<file path="src/rtl/game_pkg.sv">
// Shared state encoding, screen geometry and field widths for the frog game.
package game_pkg;

  localparam int SCREEN_W = 640;
  localparam int SCREEN_H = 480;
  localparam int CELL     = 32;
  localparam int SPAWN_X  = 320;
  localparam int SPAWN_Y  = 448;

  localparam int POS_W    = 10;
  localparam int LEVEL_W  = 3;
  localparam int LIVES_W  = 2;
  localparam int SPEED_W  = 4;
  localparam int STATE_W  = 3;

  typedef enum logic [STATE_W-1:0] {
    ST_ATTRACT   = 3'd0,
    ST_PLAY      = 3'd1,
    ST_DYING     = 3'd2,
    ST_LEVEL_UP  = 3'd3,
    ST_GAME_OVER = 3'd4
  } state_t;

endpackage

</file>
<file path="src/rtl/game_ctrl_if.sv">
// Frog/collision/renderer inputs and game status outputs of the sequencer.
interface game_ctrl_if
  import game_pkg::*;
#(
  parameter int SCORE_W = 10
);
  logic                 frame_tick;
  logic                 start;
  logic                 collision;
  logic [POS_W-1:0]     frog_y;

  logic                 move_en;
  logic                 frog_respawn;
  logic [LIVES_W-1:0]   lives;
  logic [LEVEL_W-1:0]   level;
  logic [SPEED_W-1:0]   obstacle_speed;
  logic [SCORE_W-1:0]   score;
  logic [STATE_W-1:0]   game_state;

  modport master (
    output frame_tick, start, collision, frog_y,
    input  move_en, frog_respawn, lives, level, obstacle_speed, score, game_state
  );

  modport slave (
    input  frame_tick, start, collision, frog_y,
    output move_en, frog_respawn, lives, level, obstacle_speed, score, game_state
  );
endinterface

</file>
<file path="src/rtl/game_ctrl_frame_timer.sv">
// Frame down-counter for the DYING and LEVEL_UP waits; load has priority over tick.
// done is combinational: asserted on a frame_tick while the count sits at zero.
module frame_timer #(
  parameter int W = 7
) (
  input  logic         clk,
  input  logic         reset,
  input  logic         frame_tick,
  input  logic         load,
  input  logic [W-1:0] load_val,
  output logic         done
);

  logic [W-1:0] count;

  always_ff @(posedge clk or posedge reset) begin
    if (reset)
      count <= '0;
    else if (load)
      count <= load_val;
    else if (frame_tick && count != '0)
      count <= count - W'(1);
  end

  assign done = frame_tick && (count == '0);

endmodule

</file>
<file path="src/rtl/game_ctrl.sv">
// Frog game sequencer: state, lives, level, score and respawn; outputs registered, one cycle
// after trigger. Gameplay evaluates only on frame_tick.
module game_ctrl
  import game_pkg::*;
#(
  parameter logic [LIVES_W-1:0] LIVES_INIT   = 2'd3,
  parameter int                 DEATH_FRAMES = 60,
  parameter int                 WIN_FRAMES   = 90,
  parameter logic [POS_W-1:0]   GOAL_Y       = 10'd0,
  parameter logic [POS_W-1:0]   START_Y      = POS_W'(SPAWN_Y),
  parameter logic [LEVEL_W-1:0] MAX_LEVEL    = 3'd7,
  parameter int                 GOAL_BONUS   = 10,
  parameter int                 SCORE_W      = 10
) (
  input  logic       clk,
  input  logic       reset,
  game_ctrl_if.slave gif
);

  localparam int TMR_MAX = (DEATH_FRAMES > WIN_FRAMES) ? DEATH_FRAMES : WIN_FRAMES;
  localparam int TMR_W   = $clog2(TMR_MAX + 1);

  state_t               state_q, state_d;
  logic [LIVES_W-1:0]   lives_q, lives_d;
  logic [LEVEL_W-1:0]   level_q, level_d;
  logic [SCORE_W-1:0]   score_q, score_d;
  logic [POS_W-1:0]     best_y_q, best_y_d;
  logic [SPEED_W-1:0]   speed_q;
  logic                 respawn_q, respawn_d;
  logic                 move_en_q;
  logic                 start_prev;
  logic                 start_edge;
  logic                 tmr_load;
  logic [TMR_W-1:0]     tmr_val;
  logic                 tmr_done;

  function automatic logic [SCORE_W-1:0] sat_add(input logic [SCORE_W-1:0] a, input int b);
    logic [SCORE_W:0] s;
    s = {1'b0, a} + (SCORE_W+1)'(b);
    return s[SCORE_W] ? '1 : s[SCORE_W-1:0];
  endfunction

  // Sampled on every edge, reset included, so a start switch held high across
  // reset release does not count as a fresh press.
  always_ff @(posedge clk) start_prev <= gif.start;

  assign start_edge = gif.start & ~start_prev;

  frame_timer #(.W(TMR_W)) u_timer (
    .clk        (clk),
    .reset      (reset),
    .frame_tick (gif.frame_tick),
    .load       (tmr_load),
    .load_val   (tmr_val),
    .done       (tmr_done)
  );

  always_comb begin
    state_d   = state_q;
    lives_d   = lives_q;
    level_d   = level_q;
    score_d   = score_q;
    best_y_d  = best_y_q;
    respawn_d = 1'b0;
    tmr_load  = 1'b0;
    tmr_val   = '0;
    case (state_q)
      ST_ATTRACT, ST_GAME_OVER: begin
        if (start_edge) begin
          lives_d   = LIVES_INIT;
          level_d   = '0;
          score_d   = '0;
          best_y_d  = START_Y;
          respawn_d = 1'b1;
          state_d   = ST_PLAY;
        end
      end
      ST_PLAY: begin
        // A tick landing on the respawn cycle belongs to the transition.
        if (gif.frame_tick && !respawn_q) begin
          if (gif.collision) begin
            state_d  = ST_DYING;
            tmr_load = 1'b1;
            tmr_val  = TMR_W'(DEATH_FRAMES - 1);
          end else if (gif.frog_y <= GOAL_Y) begin
            score_d  = sat_add(score_q, GOAL_BONUS);
            state_d  = ST_LEVEL_UP;
            tmr_load = 1'b1;
            tmr_val  = TMR_W'(WIN_FRAMES - 1);
          end else if (gif.frog_y < best_y_q) begin
            score_d  = sat_add(score_q, 1);
            best_y_d = gif.frog_y;
          end
        end
      end
      ST_DYING: begin
        if (tmr_done) begin
          if (lives_q <= LIVES_W'(1)) begin
            lives_d = '0;
            state_d = ST_GAME_OVER;
          end else begin
            lives_d   = lives_q - LIVES_W'(1);
            best_y_d  = START_Y;
            respawn_d = 1'b1;
            state_d   = ST_PLAY;
          end
        end
      end
      ST_LEVEL_UP: begin
        if (tmr_done) begin
          level_d   = (level_q >= MAX_LEVEL) ? level_q : level_q + LEVEL_W'(1);
          best_y_d  = START_Y;
          respawn_d = 1'b1;
          state_d   = ST_PLAY;
        end
      end
      default: state_d = ST_ATTRACT;
    endcase
  end

  always_ff @(posedge clk or posedge reset) begin
    if (reset) begin
      state_q   <= ST_ATTRACT;
      lives_q   <= '0;
      level_q   <= '0;
      score_q   <= '0;
      best_y_q  <= START_Y;
      respawn_q <= 1'b0;
      move_en_q <= 1'b0;
      speed_q   <= SPEED_W'(1);
    end else begin
      state_q   <= state_d;
      lives_q   <= lives_d;
      level_q   <= level_d;
      score_q   <= score_d;
      best_y_q  <= best_y_d;
      respawn_q <= respawn_d;
      move_en_q <= (state_d == ST_PLAY);
      speed_q   <= SPEED_W'(level_d) + SPEED_W'(1);
    end
  end

  assign gif.game_state     = state_q;
  assign gif.lives          = lives_q;
  assign gif.level          = level_q;
  assign gif.score          = score_q;
  assign gif.frog_respawn   = respawn_q;
  assign gif.move_en        = move_en_q;
  assign gif.obstacle_speed = speed_q;

endmodule

</file>
<file path="src/flat_wrapper.sv">
// flat-port wrapper written by rule: the top's interface ports become plain ports
module game_ctrl_flat import game_pkg::*;
#(
  parameter logic [LIVES_W-1:0] LIVES_INIT   = 2'd3,
  parameter int                 DEATH_FRAMES = 60,
  parameter int                 WIN_FRAMES   = 90,
  parameter logic [POS_W-1:0]   GOAL_Y       = 10'd0,
  parameter logic [POS_W-1:0]   START_Y      = POS_W'(SPAWN_Y),
  parameter logic [LEVEL_W-1:0] MAX_LEVEL    = 3'd7,
  parameter int                 GOAL_BONUS   = 10,
  parameter int                 SCORE_W      = 10
)
  (clk, reset, gif_frame_tick, gif_start, gif_collision, gif_frog_y, gif_move_en, gif_frog_respawn, gif_lives, gif_level, gif_obstacle_speed, gif_score, gif_game_state);
  game_ctrl_if #(.SCORE_W(SCORE_W)) gif_i ();
  input  logic clk;
  input  logic reset;
  input wire logic [$bits(gif_i.frame_tick)-1:0] gif_frame_tick;
  input wire logic [$bits(gif_i.start)-1:0] gif_start;
  input wire logic [$bits(gif_i.collision)-1:0] gif_collision;
  input wire logic [$bits(gif_i.frog_y)-1:0] gif_frog_y;
  output wire logic [$bits(gif_i.move_en)-1:0] gif_move_en;
  output wire logic [$bits(gif_i.frog_respawn)-1:0] gif_frog_respawn;
  output wire logic [$bits(gif_i.lives)-1:0] gif_lives;
  output wire logic [$bits(gif_i.level)-1:0] gif_level;
  output wire logic [$bits(gif_i.obstacle_speed)-1:0] gif_obstacle_speed;
  output wire logic [$bits(gif_i.score)-1:0] gif_score;
  output wire logic [$bits(gif_i.game_state)-1:0] gif_game_state;
  assign gif_i.frame_tick = gif_frame_tick;
  assign gif_i.start = gif_start;
  assign gif_i.collision = gif_collision;
  assign gif_i.frog_y = gif_frog_y;
  assign gif_move_en = gif_i.move_en;
  assign gif_frog_respawn = gif_i.frog_respawn;
  assign gif_lives = gif_i.lives;
  assign gif_level = gif_i.level;
  assign gif_obstacle_speed = gif_i.obstacle_speed;
  assign gif_score = gif_i.score;
  assign gif_game_state = gif_i.game_state;
  game_ctrl #(.LIVES_INIT(LIVES_INIT), .DEATH_FRAMES(DEATH_FRAMES), .WIN_FRAMES(WIN_FRAMES), .GOAL_Y(GOAL_Y), .START_Y(START_Y), .MAX_LEVEL(MAX_LEVEL), .GOAL_BONUS(GOAL_BONUS), .SCORE_W(SCORE_W)) u_core (.clk(clk), .reset(reset), .gif(gif_i));
endmodule
</file>
<file path="config.mk">
export PLATFORM = sky130hd
export DESIGN_NAME = game_ctrl_flat
export DESIGN_NICKNAME = d
export VERILOG_FILES = /design/src/rtl/game_pkg.sv /design/src/rtl/game_ctrl_if.sv /design/src/rtl/game_ctrl_frame_timer.sv /design/src/rtl/game_ctrl.sv /design/src/flat_wrapper.sv
export SDC_FILE = /design/constraint.sdc
export NUM_CORES = 1
export LEC_CHECK = 0
export BUFFER_PORTS_ARGS = -buffer_cell sky130_fd_sc_hd__clkbuf_2
export CAP_MARGIN = 5
export CORE_MARGIN = 5
export CORE_UTILIZATION = 35
export CTS_CLUSTER_DIAMETER = 100
export DETAILED_ROUTE_END_ITERATION = 7
export GPL_TIMING_DRIVEN = 1
export PLACE_DENSITY = 0.6
export SYNTH_ARGS = -nofsm -noshare
export SYNTH_HDL_FRONTEND = slang
export SYNTH_SLANG_ARGS = --single-unit
</file>
<file path="constraint.sdc">
create_clock -name clk -period 2.7 [get_ports clk]
set_input_delay 0.405 -clock clk [delete_from_list [all_inputs] [get_ports clk]]
set_output_delay 0.405 -clock clk [all_outputs]
set_load 0.01 [all_outputs]
</file>
==> run_results.csv <==
group,metric,value,unit
grt,grt_pass1_wl,9.87,mm
clock_tree,tritoncts_num_sinks,42,
pwr,total_leakage_power,1.35,nW
grt,grt_usage,13.7,%
floorplanning,floorplan.core_area,0.00683,sq mm
outcome,run_status,"completed",
logic_synthesis,ys_async_sr_fraction,97.6,%
clock_tree,cts_made_buffers,5,
final_layout,layout.cells.non_filler,403,
detailed_routing,dr_total_vias,2098,
worst_setup_path,crit_path_end_kind,"register",
final_layout,nFillCells,709,
logic_synthesis,mean_cell_area_of_the_mapped_netlist,9.56,sq um
timing,maxClockFrequency,398,MHz
final_layout,ff_latch_area,0.00105,sq mm
worst_setup_path,worst_path_largest_cell_delay,0.52,ns
final_layout,synthToLayoutAreaGrowth,18.4,%
worst_setup_path,worstSetupStartpointType,"register",
final_layout,finish.net_count,337,
clock_tree,cts.reportedPaths.clkPinSlew,0.08,ns
floorplanning,starting_density_of_the_core,36.2,%
worst_setup_path,worstPathBufferInverterCount,1,
grt,first_global_vias,2115,
worst_setup_path,criticalPathCategory,"register to register",
timing,grt_setup_unrepaired,"no",
detailed_routing,first_iter_violations,112,
detailed_routing,postRouteWirelength,5.83,mm
clock_tree,htree_levels,2,
logic_synthesis,synth-seq-cells,42,
clock_tree,clk_path_buf_depth,2,
timing,tns,0,ns
logic_synthesis,dominant_synthesized_flop_cell,"sky130_fd_sc_hd__dfrtp_1",
timing,fin_skew,0.0114,ns
clock_tree,root_buffer,"sky130_fd_sc_hd__clkbuf_8",
timing,final.hold.worst_slack,0.0270,ns
place,place.detailed.hpwl,4.26,mm
worst_setup_path,crit_arrival,2.70,ns
logic_synthesis,yosysUniqueCellTypes,49,
clock_tree,cts_tree,"built",
logic_synthesis,yosysSeqAreaShare,42.5,%
floorplanning,die-area,0.00885,sq mm
place,place_worst_setup_slack,0.123,ns
timing,slew_headroom,59.9,%
worst_setup_path,crit_path_max_fanout,10,
logic_synthesis,synth-edff-count,0,
pwr,powerDensity,853,mW/mm^2
final_layout,final_util,42.9,%
detailed_routing,detail_route.drc_violations,0,
floorplanning,horizontal_die_dimension,94.1,um
flow_run,drv_cap,0,
clock_tree,clk-insertion-delay-late,0.30,ns
timing,hold_violations,0,
final_layout,drive_above_1_share,22.5,%
place,placedCellCount,395,
pwr,vdd_drop_max,0.000516,V
final_layout,antennaDiodeCount,0,
logic_synthesis,mappedNetlistNets,290,
floorplanning,std_cell_rows,30,
min_path,hp-class,"input pin to async pin",
timing,fin_crit,2.51,ns
floorplanning,chipHeight,94.1,um
worst_setup_path,worst-endpoint-required,2.89,ns
detailed_routing,detail_route.wl_per_cell,14.5,um
worst_setup_path,timing.critical_path.cells,"inv_1, ha_1, a211oi_1, nor2_1, or3_1, nor4_1, o21bai_2, a22o_1",
place,gpl.final_weighted_congestion,0.824,
grt,antenna_found_initial,0,
grt,grt_start_max_net_pins,35,
worst_setup_path,crit_slowest_cell,"sky130_fd_sc_hd__dfstp_2",
detailed_routing,detail_route.first_pass.iterations,4,
detailed_routing,viasPerCell,5.21,
logic_synthesis,synthesis.instances,259,
place,port-buffer-count,38,
timing,worst-slew-pin-transition,0.598,ns
logic_synthesis,syn_area,0.00247,sq mm
worst_setup_path,critical_path.top_delay_family,"simple AND/OR/NAND/NOR gates",
grt,globalRouteOverflowTotal,0,
timing,final_count_of_negative_setup_slack_endpoints,0,
logic_synthesis,synth-warning-count,0,
timing,final.setup.worst_slack,0.188,ns
detailed_routing,ant_nets,0,
final_layout,area_of_the_multi_input_gates,0.00132,sq mm
timing,finalCritPeriodShare,93.0,%
timing,report.final.slew_viol_count,0,
floorplanning,pin_count,39,
==> final cells by class <==
cell class	count	area share [%]
Clock buffer	5	2.35
Clock inverter	3	1.37
Sequential cell	42	35.9
Inverter	20	2.56
Timing Repair Buffer	47	8.80
Multi-Input combinational cell	190	45.0
Tap cell	96	4.10
==> worst reg2reg max path, cell delays in order, from the launching register on <==
cell,delay [ns]
sky130_fd_sc_hd__dfstp_2,0.52
sky130_fd_sc_hd__inv_1,0.04
sky130_fd_sc_hd__ha_1,0.28
sky130_fd_sc_hd__a211oi_1,0.21
sky130_fd_sc_hd__nor2_1,0.06
sky130_fd_sc_hd__or3_1,0.42
sky130_fd_sc_hd__nor4_1,0.37
sky130_fd_sc_hd__o21bai_2,0.22
sky130_fd_sc_hd__a22o_1,0.28
==> what timing repair did <==
action,4_1_cts,5_1_grt
resized for setup,0,1
setup buffers,0,0
endpoints found under the setup margin,0,8
hold buffers,0,0
==> routing by layer <==
layer,up-vias,part of all wire (%),GRT usage [%]
li1,1041,-,-
met3,5,4.0,3.13
met4,0,0.84,3.61
met5,-,0,0
met1,1018,48,18.1
met2,34,47,22.5
==> through the flow <==
| step | power (W) | instance area (sq um) |
|---|---|---|
| 4_1_cts | 0.00253 | 2930 |
| 3_5_place_dp | 0.00202 | 2820 |
| 5_1_grt | 0.00271 | 2930 |
| 3_3_place_gp | 0.00199 | 2820 |
| 6_report | 0.00250 | 2930 |
| 2_1_floorplan | 0.00169 | 2470 |
==> placed cells by master, fill, tap and decap left out, types with 4 or more instances in the layout <==
master and instances:
sky130_fd_sc_hd__clkbuf_2 38, sky130_fd_sc_hd__dfrtp_1 37, sky130_fd_sc_hd__nand2_1 22, sky130_fd_sc_hd__inv_1 20
sky130_fd_sc_hd__a21oi_1 17, sky130_fd_sc_hd__ha_1 16, sky130_fd_sc_hd__nor2_1 14, sky130_fd_sc_hd__o21ai_0 13
sky130_fd_sc_hd__a22o_1 9, sky130_fd_sc_hd__buf_4 9, sky130_fd_sc_hd__nor4_1 7, sky130_fd_sc_hd__nand3_1 7
sky130_fd_sc_hd__a31oi_1 7, sky130_fd_sc_hd__and3_1 6, sky130_fd_sc_hd__xnor2_1 5, sky130_fd_sc_hd__and2_1 5
sky130_fd_sc_hd__mux2i_1 5, sky130_fd_sc_hd__clkbuf_8 5, sky130_fd_sc_hd__nand2b_1 4, sky130_fd_sc_hd__or3_1 4
sky130_fd_sc_hd__nor3_1 4, sky130_fd_sc_hd__dfstp_2 4
==> power breakdown <==
part,switching (W),internal [W],leakage (nW)
Combinational,0.000504,0.000417,0.769
Sequential,0.000232,0.000851,0.528
Clock,0.000224,0.000272,0.0579
==> cells by family (layout without fill, tap and decap cells) <==
kind of cell               count (synthesis)  after routing  share of synthesized area [%]
xor gates and xnor gates                   8              8                           2.83
and+or+nand+nor                           87             87                           19.9
adders and majority gates                 16             16                           8.09
AOI/OAI and AO/OA                         74             74                           20.3
buffers and inverters                     27             75                           4.45
muxes                                      5              5                           2.02
DFF                                       42             42                           42.5
==> path summary, 6_finish.rpt <==
path	from	endpoint	slack, ns	cells past startpoint
hold reg to reg	u_core.best_y_q[6]	u_core.best_y_q[6]	0.48	2
min in group clk	gif_start	u_core.start_prev	0.23	1
max in group asynchronous	reset	u_core.best_y_q[7]	1.89	3
setup reg to reg	u_core.best_y_q[7]	u_core.best_y_q[4]	0.19	8
hold / removal	reset	u_core.best_y_q[3]	0.03	2
setup / recovery	u_core.best_y_q[7]	u_core.best_y_q[4]	0.19	8
==> sequential cells by signal, indices dropped and copies added, names as in the netlist <==
signal and cells:
u_core.gif.game_state 3, u_core.gif.level 3, u_core.gif.move_en 1, u_core.gif.obstacle_speed 4, u_core.gif.frog_respawn 1, u_core.gif.lives 2
u_core.best_y_q 10, u_core.gif.score 10, u_core.u_timer.count 7, u_core.start_prev 1
==> synthesized netlist by cell type, types with 4 or more instances <==
cell type,number,area [sq um]
sky130_fd_sc_hd__nor2_1,14,52.6
sky130_fd_sc_hd__inv_1,20,75.1
sky130_fd_sc_hd__dfstp_2,4,105
sky130_fd_sc_hd__nand3_1,7,35.0
sky130_fd_sc_hd__mux2i_1,5,50.1
sky130_fd_sc_hd__nor4_1,7,43.8
sky130_fd_sc_hd__o21ai_0,13,65.1
sky130_fd_sc_hd__xnor2_1,5,43.8
sky130_fd_sc_hd__and3_1,6,37.5
sky130_fd_sc_hd__nor3_1,4,20.0
sky130_fd_sc_hd__a22o_1,9,78.8
sky130_fd_sc_hd__a21oi_1,17,85.1
sky130_fd_sc_hd__or3_1,4,25.0
sky130_fd_sc_hd__buf_2,4,20.0
sky130_fd_sc_hd__ha_1,16,200
sky130_fd_sc_hd__nand2b_1,4,25.0
sky130_fd_sc_hd__a31oi_1,7,43.8
sky130_fd_sc_hd__dfrtp_1,37,926
sky130_fd_sc_hd__nand2_1,22,82.6
sky130_fd_sc_hd__and2_1,5,31.3
Note: power is estimated with default switching activity, not from simulation.
